`src/rtl/seg7_pkg.sv`:
```
// seg7_pkg: shared constants, hex-to-segment table and leading-zero helper for seg7_scan_driver
package seg7_pkg;

    localparam int NUM_DIGITS = 4;

    // Segment pattern that lights nothing, in active-high gfedcba form
    localparam logic [6:0] SEG_BLANK_AH = 7'h00;

    // Active-high gfedcba patterns for hex digits 0..F
    localparam logic [6:0] HEX_SEG_AH [16] = '{
        7'h3F, 7'h06, 7'h5B, 7'h4F, 7'h66, 7'h6D, 7'h7D, 7'h07,
        7'h7F, 7'h6F, 7'h77, 7'h7C, 7'h39, 7'h5E, 7'h79, 7'h71
    };

    // Digit k is a leading zero when it is not digit 0 and it and every higher nibble are zero
    function automatic logic lz_blank(input logic [15:0] value, input int k);
        return (k > 0) && ((value >> (4 * k)) == 16'h0);
    endfunction

endpackage

```
`src/rtl/seg7_scan_driver_hex_to_seg7.sv`:
```
// hex_to_seg7: combinational 4-bit hex to 7-segment {g,f,e,d,c,b,a} decoder with selectable polarity
module hex_to_seg7
    import seg7_pkg::*;
#(
    parameter bit SEG_ACTIVE_LOW = 1'b1
) (
    input  logic [3:0] hex,
    output logic [6:0] seg
);

    logic [6:0] seg_ah;

    assign seg_ah = HEX_SEG_AH[hex];
    assign seg    = SEG_ACTIVE_LOW ? ~seg_ah : seg_ah;

endmodule

```
`src/rtl/seg7_scan_driver.sv`:
```
// seg7_scan_driver: 4-digit multiplexed 7-segment driver with tear-free frame commit, leading-zero blanking
// and an anode-off guard interval after every digit switch. Optional decimal point: SEG7_DECIMAL_POINT_EN.
module seg7_scan_driver
    import seg7_pkg::*;
#(
    parameter int GUARD_CYCLES   = 16,
    parameter bit AN_ACTIVE_LOW  = 1'b1,
    parameter bit SEG_ACTIVE_LOW = 1'b1
) (
    input  logic        clk,
    input  logic        rst_n,
    input  logic [1:0]  digit_sel,
    input  logic [15:0] value,
    input  logic        value_valid,
    output logic        value_ready,
    input  logic        blank_lz,
`ifdef SEG7_DECIMAL_POINT_EN
    input  logic [3:0]  dp_mask,
    output logic        dp,
`endif
    output logic [3:0]  an,
    output logic [6:0]  seg,
    output logic        frame_done
);

    localparam int GW = (GUARD_CYCLES > 0) ? $clog2(GUARD_CYCLES + 1) : 1;
    localparam logic [GW-1:0] GUARD_LOAD = GW'(GUARD_CYCLES);
    localparam logic [3:0] AN_OFF = AN_ACTIVE_LOW ? 4'hF : 4'h0;
    localparam logic [6:0] SEG_BLANK = SEG_ACTIVE_LOW ? ~SEG_BLANK_AH : SEG_BLANK_AH;

    logic          pending;
    logic [15:0]   pend_reg;
    logic [15:0]   disp_reg;
    logic [15:0]   disp_d;
    logic [1:0]    sel_q;
    logic [GW-1:0] guard_cnt;
    logic [GW-1:0] guard_d;
    logic          boundary;
    logic          accept;
    logic          commit;
    logic [3:0]    nibble;
    logic [3:0]    an_d;
    logic [6:0]    dec_seg;
    logic [6:0]    seg_d;

    assign value_ready = !pending;
    assign accept      = value_valid && !pending;
    assign boundary    = (sel_q == 2'd3) && (digit_sel == 2'd0);
    assign commit      = boundary && pending;

    hex_to_seg7 #(.SEG_ACTIVE_LOW(SEG_ACTIVE_LOW)) u_dec (
        .hex (nibble),
        .seg (dec_seg)
    );

    // Next-state view of display, guard and outputs; outputs are registered from these so they never glitch
    always_comb begin
        disp_d  = commit ? pend_reg : disp_reg;
        guard_d = (digit_sel != sel_q) ? GUARD_LOAD : (guard_cnt != '0) ? guard_cnt - GW'(1) : '0;
        nibble  = 4'(disp_d >> {digit_sel, 2'b00});
        an_d    = (guard_d != '0) ? AN_OFF : AN_ACTIVE_LOW ? ~(4'b0001 << digit_sel) : (4'b0001 << digit_sel);
        seg_d   = (blank_lz && lz_blank(disp_d, int'(digit_sel))) ? SEG_BLANK : dec_seg;
    end

    // Handshake capture into the pending slot and commit to the display at frame boundaries
    always_ff @(posedge clk or negedge rst_n) begin
        if (!rst_n) begin
            pending  <= 1'b0;
            pend_reg <= '0;
            disp_reg <= '0;
        end else begin
            pending  <= commit ? 1'b0 : accept ? 1'b1 : pending;
            if (accept) pend_reg <= value;
            disp_reg <= disp_d;
        end
    end

    // Scan tracking, guard countdown and registered display outputs
    always_ff @(posedge clk or negedge rst_n) begin
        if (!rst_n) begin
            sel_q      <= 2'd0;
            guard_cnt  <= GUARD_LOAD;
            an         <= AN_OFF;
            seg        <= SEG_BLANK;
            frame_done <= 1'b0;
        end else begin
            sel_q      <= digit_sel;
            guard_cnt  <= guard_d;
            an         <= an_d;
            seg        <= seg_d;
            frame_done <= boundary;
        end
    end

`ifdef SEG7_DECIMAL_POINT_EN
    logic [3:0] pend_dp;
    logic [3:0] disp_dp;
    logic [3:0] disp_dp_d;
    logic       dp_lit;

    // Decimal point follows the committed mask and is dark during the guard; blanking never touches it
    always_comb begin
        disp_dp_d = commit ? pend_dp : disp_dp;
        dp_lit    = (guard_d == '0) && disp_dp_d[digit_sel];
    end

    // Decimal-point mask travels through pending/display alongside the value
    always_ff @(posedge clk or negedge rst_n) begin
        if (!rst_n) begin
            pend_dp <= '0;
            disp_dp <= '0;
            dp      <= SEG_ACTIVE_LOW;
        end else begin
            if (accept) pend_dp <= dp_mask;
            disp_dp <= disp_dp_d;
            dp      <= SEG_ACTIVE_LOW ? !dp_lit : dp_lit;
        end
    end
`endif

endmodule

```
`config.mk`:
```
export PLATFORM = sky130hd
export DESIGN_NAME = seg7_scan_driver
export DESIGN_NICKNAME = d
export VERILOG_FILES = /design/src/rtl/seg7_pkg.sv /design/src/rtl/seg7_scan_driver_hex_to_seg7.sv /design/src/rtl/seg7_scan_driver.sv
export SDC_FILE = /design/constraint.sdc
export NUM_CORES = 1
export LEC_CHECK = 0
export CAP_MARGIN = 20
export CORE_MARGIN = 2
export CORE_UTILIZATION = 49
export DETAILED_ROUTE_END_ITERATION = 10
export PLACE_DENSITY_LB_ADDON = 0.2
export RECOVER_POWER = 25
export SETUP_SLACK_MARGIN = 0.5
export SLEW_MARGIN = 30
export SYNTH_ARGS = -nofsm -noshare
export SYNTH_HDL_FRONTEND = slang
export SYNTH_SLANG_ARGS = --single-unit
```
`constraint.sdc`:
```
create_clock -name clk -period 2.4 [get_ports clk]
set_clock_uncertainty 0.2 [all_clocks]
set_input_delay 0.36 -clock clk [delete_from_list [all_inputs] [get_ports clk]]
set_output_delay 0.36 -clock clk [all_outputs]
set_load 0.1 [all_outputs]
```
=== Yosys cells after proc, flatten, opt, wreduce, memory -nomap -nowiden ===
Memory sizes are Yosys's and may differ from the RTL's.
Index checks and enable logic that the tools add are counted.
W data, S select, Z words.

* $add $sub $neg: 1
* $lt $le $gt $ge: 2
* Equal/unequal tests: 2
* Shift operators: 3
* Mux-type cells: 9
* Bitwise gates (word level): 3
* Reductions and logical operators: 11

{| class="wikitable"
|+ Operators by type and width
! cell !! count
|-
| $mux W7 || 3
|-
| $logic_not A16 Y1 || 1
|-
| $mux W16 || 1
|-
| $shr A16 B4 Y16 || 1
|-
| $shr A16 B4 Y4 || 1
|-
| $mux W5 || 2
|-
| $reduce_bool A5 Y1 || 2
|-
| $not A7 Y7 || 1
|-
| $ge A5 B5 Y1 const B || 1
|-
| $logic_and A1 B1 Y1 || 5
|-
| $not A4 Y5 || 1
|-
| $sub A5 B1 Y5 const B || 1
|-
| $mux W4 || 1
|-
| $not A4 Y4 || 1
|-
| $shl A1 B2 Y4 const A || 1
|-
| $eq A2 B2 Y1 const B || 1
|-
| $gt A2 B1 Y1 const B || 1
|-
| $logic_not A2 Y1 || 1
|-
| $mux W1 || 2
|-
| $ne A2 B2 Y1 || 1
|-
| $reduce_bool A2 Y1 || 1
|-
| $logic_not A1 Y1 || 1
|}

* Bits in registers: 52
* ROM bits: 112
* Input port bits: 22
* Output and inout bits: 13
* Logic and storage cells: 40
* Memories: 1

{| class="wikitable"
|+ Memory list
! memory !! words !! width !! read ports !! clocked after memory_dff !! write ports !! RTL line !! text
|-
| (name not given) || 16 || 7 || 1 || 0 || 0 || seg7_scan_driver_hex_to_seg7.sv:13 || <nowiki>assign seg_ah = HEX_SEG_AH[hex];</nowiki>
|}

=== Longest topological paths before layout ===
* Depth in word-level cells: 11
* Gate-level depth with buffers: 11
* Depth with buffers taken out: 9

=== Modules after synthesis ===
A second synthesis with hierarchy kept.

* Cell total of the unflattened synthesis: 232
* Area total of the unflattened synthesis: 2523.7 µm²

{| class="wikitable"
|+ By module, submodules not included
! module !! times used !! cells an instance !! area each (µm²) !! seq. area each (µm²)
|-
| seg7_scan_driver || 1 || 201 || 2270.9 || 1316.3
|-
| hex_to_seg7 || 1 || 31 || 252.7 || 0.0
|}

=== Least setup slack after synthesis ===
OpenSTA, ideal clock, no wires.

* Path kind: reg2reg
* Start point: register pending
* End point: register seg[5]
* Data arrival time: 2.153 ns
* Slack: -0.054 ns
* Stages on the path, launching flop included: 9
* Buffers on the path: 0
* Cells stage by stage: dfrtp_1 > nand3_4 > mux2_2 > o31ai_1 > inv_1 > ha_1 > mux2_2 > nand2_1 > o211ai_1

* Longest elaborated chain between the ends: 9
* Elaborated cells on any way between the ends: 13
* Those cells by class: shift (2); mux (4); bitwise (2); reduce/logical (4); memory (1)

{| class="wikitable"
|+ RTL lines
! element !! RTL line !! text
|-
| start, declared || seg7_scan_driver.sv:31 || <nowiki>logic pending;</nowiki>
|-
| start signal, assigned || seg7_scan_driver.sv:72 || <nowiki>pending <= commit ? 1'b0 : accept ? 1'b1 : pending;</nowiki>
|-
| $logic_and A1 B1 Y1 (*) || seg7_scan_driver.sv:49 || <nowiki>assign commit = boundary && pending;</nowiki>
|-
| $mux W16 (*) || seg7_scan_driver.sv:58 || <nowiki>disp_d = commit ? pend_reg : disp_reg;</nowiki>
|-
| $shr A16 B4 Y4 || seg7_scan_driver.sv:60 || <nowiki>nibble = 4'(disp_d >> {digit_sel, 2'b00});</nowiki>
|-
| $not A4 Y5 (not written as such) || seg7_scan_driver_hex_to_seg7.sv:13 ||
|-
| $mem_v2 Z16 W7 || - ||
|-
| $mux W7 (not written as such) (2 in a row) || seg7_scan_driver_hex_to_seg7.sv:13 ||
|-
| $not A7 Y7 || seg7_scan_driver_hex_to_seg7.sv:14 || <nowiki>assign seg = SEG_ACTIVE_LOW ? ~seg_ah : seg_ah;</nowiki>
|-
| $mux W7 (*) || seg7_scan_driver.sv:62 || <nowiki>seg_d = (blank_lz && lz_blank(disp_d, int'(digit_sel))) ? SEG_BLANK : dec_seg;</nowiki>
|-
| net seg_d[5] || seg7_scan_driver.sv:44 || <nowiki>logic [6:0] seg_d;</nowiki>
|-
| end signal, assigned || seg7_scan_driver.sv:90 || <nowiki>seg <= seg_d;</nowiki>
|-
| end, declared || seg7_scan_driver.sv:22 || <nowiki>output logic [6:0] seg,</nowiki>
|}

The timed path passes the listed nets; every way through them passes the cells marked *. The select of a mux whose other input is x is not followed.
A chain may end at the register's enable or synchronous reset.

=== Worst setup path in the final report ===
* Start point: register sel_q[1]
* End point: register seg[5]

* Longest elaborated chain between the ends: 11
* Elaborated cells on any way between the ends: 15
* Those cells by class: eq/ne (1); shift (2); mux (4); bitwise (2); reduce/logical (5); memory (1)

{| class="wikitable"
|+ RTL lines
! element !! RTL line !! text
|-
| start, declared || seg7_scan_driver.sv:35 || <nowiki>logic [1:0] sel_q;</nowiki>
|-
| start signal, assigned || seg7_scan_driver.sv:87 || <nowiki>sel_q <= digit_sel;</nowiki>
|-
| $eq A2 B2 Y1 (*) || seg7_scan_driver.sv:48 || <nowiki>assign boundary = (sel_q == 2'd3) && (digit_sel == 2'd0);</nowiki>
|-
| $logic_and A1 B1 Y1 (*) || seg7_scan_driver.sv:48 ||
|-
| $logic_and A1 B1 Y1 (*) || seg7_scan_driver.sv:49 ||
|-
| $mux W16 (*) || seg7_scan_driver.sv:58 ||
|-
| $shr A16 B4 Y4 || seg7_scan_driver.sv:60 ||
|-
| $not A4 Y5 (not written as such) || seg7_scan_driver_hex_to_seg7.sv:13 ||
|-
| $mem_v2 Z16 W7 || - ||
|-
| $mux W7 (not written as such) (2 in a row) || seg7_scan_driver_hex_to_seg7.sv:13 ||
|-
| $not A7 Y7 || seg7_scan_driver_hex_to_seg7.sv:14 ||
|-
| $mux W7 (*) || seg7_scan_driver.sv:62 ||
|-
| net seg_d[5] || seg7_scan_driver.sv:44 ||
|}

Marked as above.

==> summary.txt <==
Route
  – First drt pass iteration count: 4
  – Post-DRT Antenna Nets: 0
  – Via/cell ratio: 5.03
  – 1st-iter DRT viols: 94
  – Vias post-DR: 1777
  – # DRC: 0
  – Wire per inst: 12.8 um
  – Final WL: 4.53 mm

STA
  – Hold_ws: 0.269 ns
  – Setup Viol. Count Final: 0
  – Setup TNS Final: 0 ns
  – Worst-Margin Slew: 1.16 ns
  – RSZ-0062 raised after global routing: true
  – Crit share post-route: 0.999
  – Max Clk Rate: 0.417 GHz
  – Post-layout min period: 2.40 ns
  – Slew HR: 0.229
  – Slew Viols, Final: 0
  – Final hold vios: 0

Power and ir drop
  – Power share of the combinational group: 0.407
  – Sw power: 1.27 mW
  – Internal power: 2.01 mW
  – Power Density: 1040 mW/mm^2
  – Power Total: 3.27 mW
  – Clk pwr share: 0.191
  – Flop pwr share: 0.403
  – Sw Ratio: 0.387
  – VDD IR-drop max: 599 uV
  – P_leak: 1.45 nW

Synth
  – Synth cell types: 43
  – Ys async rst share: 1.00
  – Syn Area/Cell: 11.0 sq um
  – Post-synth EDFFs: 0
  – Mapped Area: 0.00248 sq mm
  – Most frequent cell after synthesis: nand2_1
  – Synth top area cells: dfrtp_1, dfstp_2, nand2_1, mux2_2, ha_1
  – Sequential area share after synthesis: 0.531
  – Post-synth top area share: 0.403
  – Syn Nets: 255
  – Leading area contributor after synthesis: dfrtp_1
  – Main flop type after synthesis: dfrtp_1
  – Mapped Cells: 225
  – Yosys warnings: 0
  – Synth top cells by count: nand2_1, dfrtp_1, mux2_2, dfstp_2, nor2_1
  – Synthesized flop and latch total: 52

CTS
  – Longest Clk Path Bufs: 2
  – TritonCTS clock tree: done
  – CTS Root Buffer Type: clkbuf_8
  – Clock latency on the worst-skew pair: 0.30 ns
  – CTS Buf Count: 5
  – Clock-pin slew on the worst setup and hold paths: 0.10 ns
  – Count of clock tree sinks: 52
  – CTS H-tree lvls: 2

Worst setup path
  – Crit path launch type: flip-flop
  – Worst Path Arrival: 2.42 ns
  – Critical path's slowest cell: mux4_2
  – Setup crit start: sel_q[1]
  – Critical path, cell by cell: nand3_4 > mux2_4 > mux4_2 > inv_2 > ha_4 > nand2_2 > nor4_2 > o21ai_2 > o211ai_1
  – Worst path bufs/invs: 1
  – Required @ worst endpoint: 2.42 ns
  – CP Capture Type: flip-flop
  – CP peak stage delay: 0.49 ns
  – CP delay by family, top: multiplexers
  – CP Class: flip-flop to flip-flop
  – Worst r2r src: sel_q[1]
  – Crit Path Max Fanout: 7

Place
  – Placed Area: 0.00300 sq mm
  – Routability Congestion: 0.820
  – Detail Placement HPWL: 3.38 mm
  – IO Port Bufs: 34

Global route
  – Initial antenna violation count: 0
  – Global route overflow: 0
  – First-pass GRT wire length: 7.79 mm
  – Largest net degree at the start of global routing: 31
  – Vias in the first global route: 1752
  – GRT Util Overall: 0.183

Run status
  – Outcome: finished, final reports clean

Final layout
  – Area grow syn2layout: 27.4%
  – Share of layout cells above drive strength 1: 0.332
  – ANT cells: 0
  – Final instance area: 0.00316 sq mm
  – Nets: 315

Floorplanning
  – Die height: 75.2 um
  – Die Width: 75.2 um
  – Rows: 25
  – Die Footprint: 0.00565 sq mm
  – Placeable core region: 0.00482 sq mm
  – Initial Util: 0.515
  – # IOs: 35

Run
  – Max-cap violations: 0

Min path
  – Worst Hold Class: primary input to flip-flop
  – Hold path start: digit_sel[1]
## repair_timing
action,4_1_cts,5_1_grt
pin swaps,2,3
buffers inserted,0,1
endpoints found under the setup margin,11,7
resized for setup,7,6
endpoints found under the hold margin,10,0
hold buffers,1,0
## routing by layer
layer	vias to the layer above	track usage	routed length [um]
li1	890	-	-
met3	4	0.0321	139
met1	849	0.237	2040
met5	-	0	0
met4	0	0.0643	54
met2	34	0.310	2290
## final cells by class
type / count / area, sq um
fill: 421 / 1660
timing repair buffer: 63 / 515
sequential: 52 / 1320
inverter: 7 / 26.3
multi-input combinational: 156 / 1100
clock buffer: 6 / 82.6
clock inverter: 2 / 38.8
tap: 67 / 83.8
## power by group through the flow
stage	Combinational [mW]	Sequential, mW	Clock, mW
finish	1.33	1.32	0.624
global route	1.45	1.36	0.669
CTS	1.31	1.32	0.639
detailed placement	1.30	1.34	0
global placement	1.28	1.33	0
floorplan	0.524	1.75	0
## metrics by stage
| stage | setup slack, ns | cells | util |
|---|---|---|---|
| after detailed placement | -0.397 | 343 | 0.623 |
| after floorplan | 0.0249 | 225 | - |
| after CTS | 0.00327 | 352 | 0.654 |
| after global placement | -0.296 | 343 | 0.623 |
| after global routing | -0.0987 | 353 | 0.656 |
| final | 0.00251 | 353 | 0.656 |
## final timing paths
kind                                 to  slack (ns)  depth (start not counted)
setup / recovery                 seg[5]       0.003                          9
hold / removal                 sel_q[1]        0.27                          1
setup reg to reg                 seg[5]       0.003                          9
hold reg to reg            disp_reg[13]        0.28                          2
max in group asynchronous  disp_reg[14]        0.29                          3
min in group asynchronous  guard_cnt[3]        0.60                          2
## placed cells by master, fill, tap and decap left out, types with 2 or more instances in the layout
cell / instances
a21oi_1: 7
ha_1: 5
nand3b_1: 2
nand2_1: 57
nor4_1: 3
mux2i_1: 6
dfstp_2: 12
o21ai_1: 2
a211o_1: 2
clkbuf_1: 3
ha_2: 2
inv_1: 6
nand3_1: 2
clkdlybuf4s50_1: 18
nand2b_1: 2
mux2_2: 18
o221ai_1: 2
clkbuf_8: 6
dlygate4sd2_1: 2
nor3b_1: 2
nor2_1: 11
o211ai_1: 4
dfrtp_1: 40
buf_4: 37
xnor2_1: 4
nor3_1: 2
## logic make-up (layout without fill, tap and decap cells)
logic type | count (synthesis) | after routing | share of synthesized area
compound gates | 26 | 26 | 0.0772
xor+xnor | 4 | 4 | 0.0141
fa+ha+maj | 8 | 8 | 0.0403
buf+inv | 17 | 78 | 0.0454
flops | 52 | 52 | 0.531
mux | 26 | 26 | 0.121
simple gates | 92 | 92 | 0.171
(Power assumes the default switching activity.)
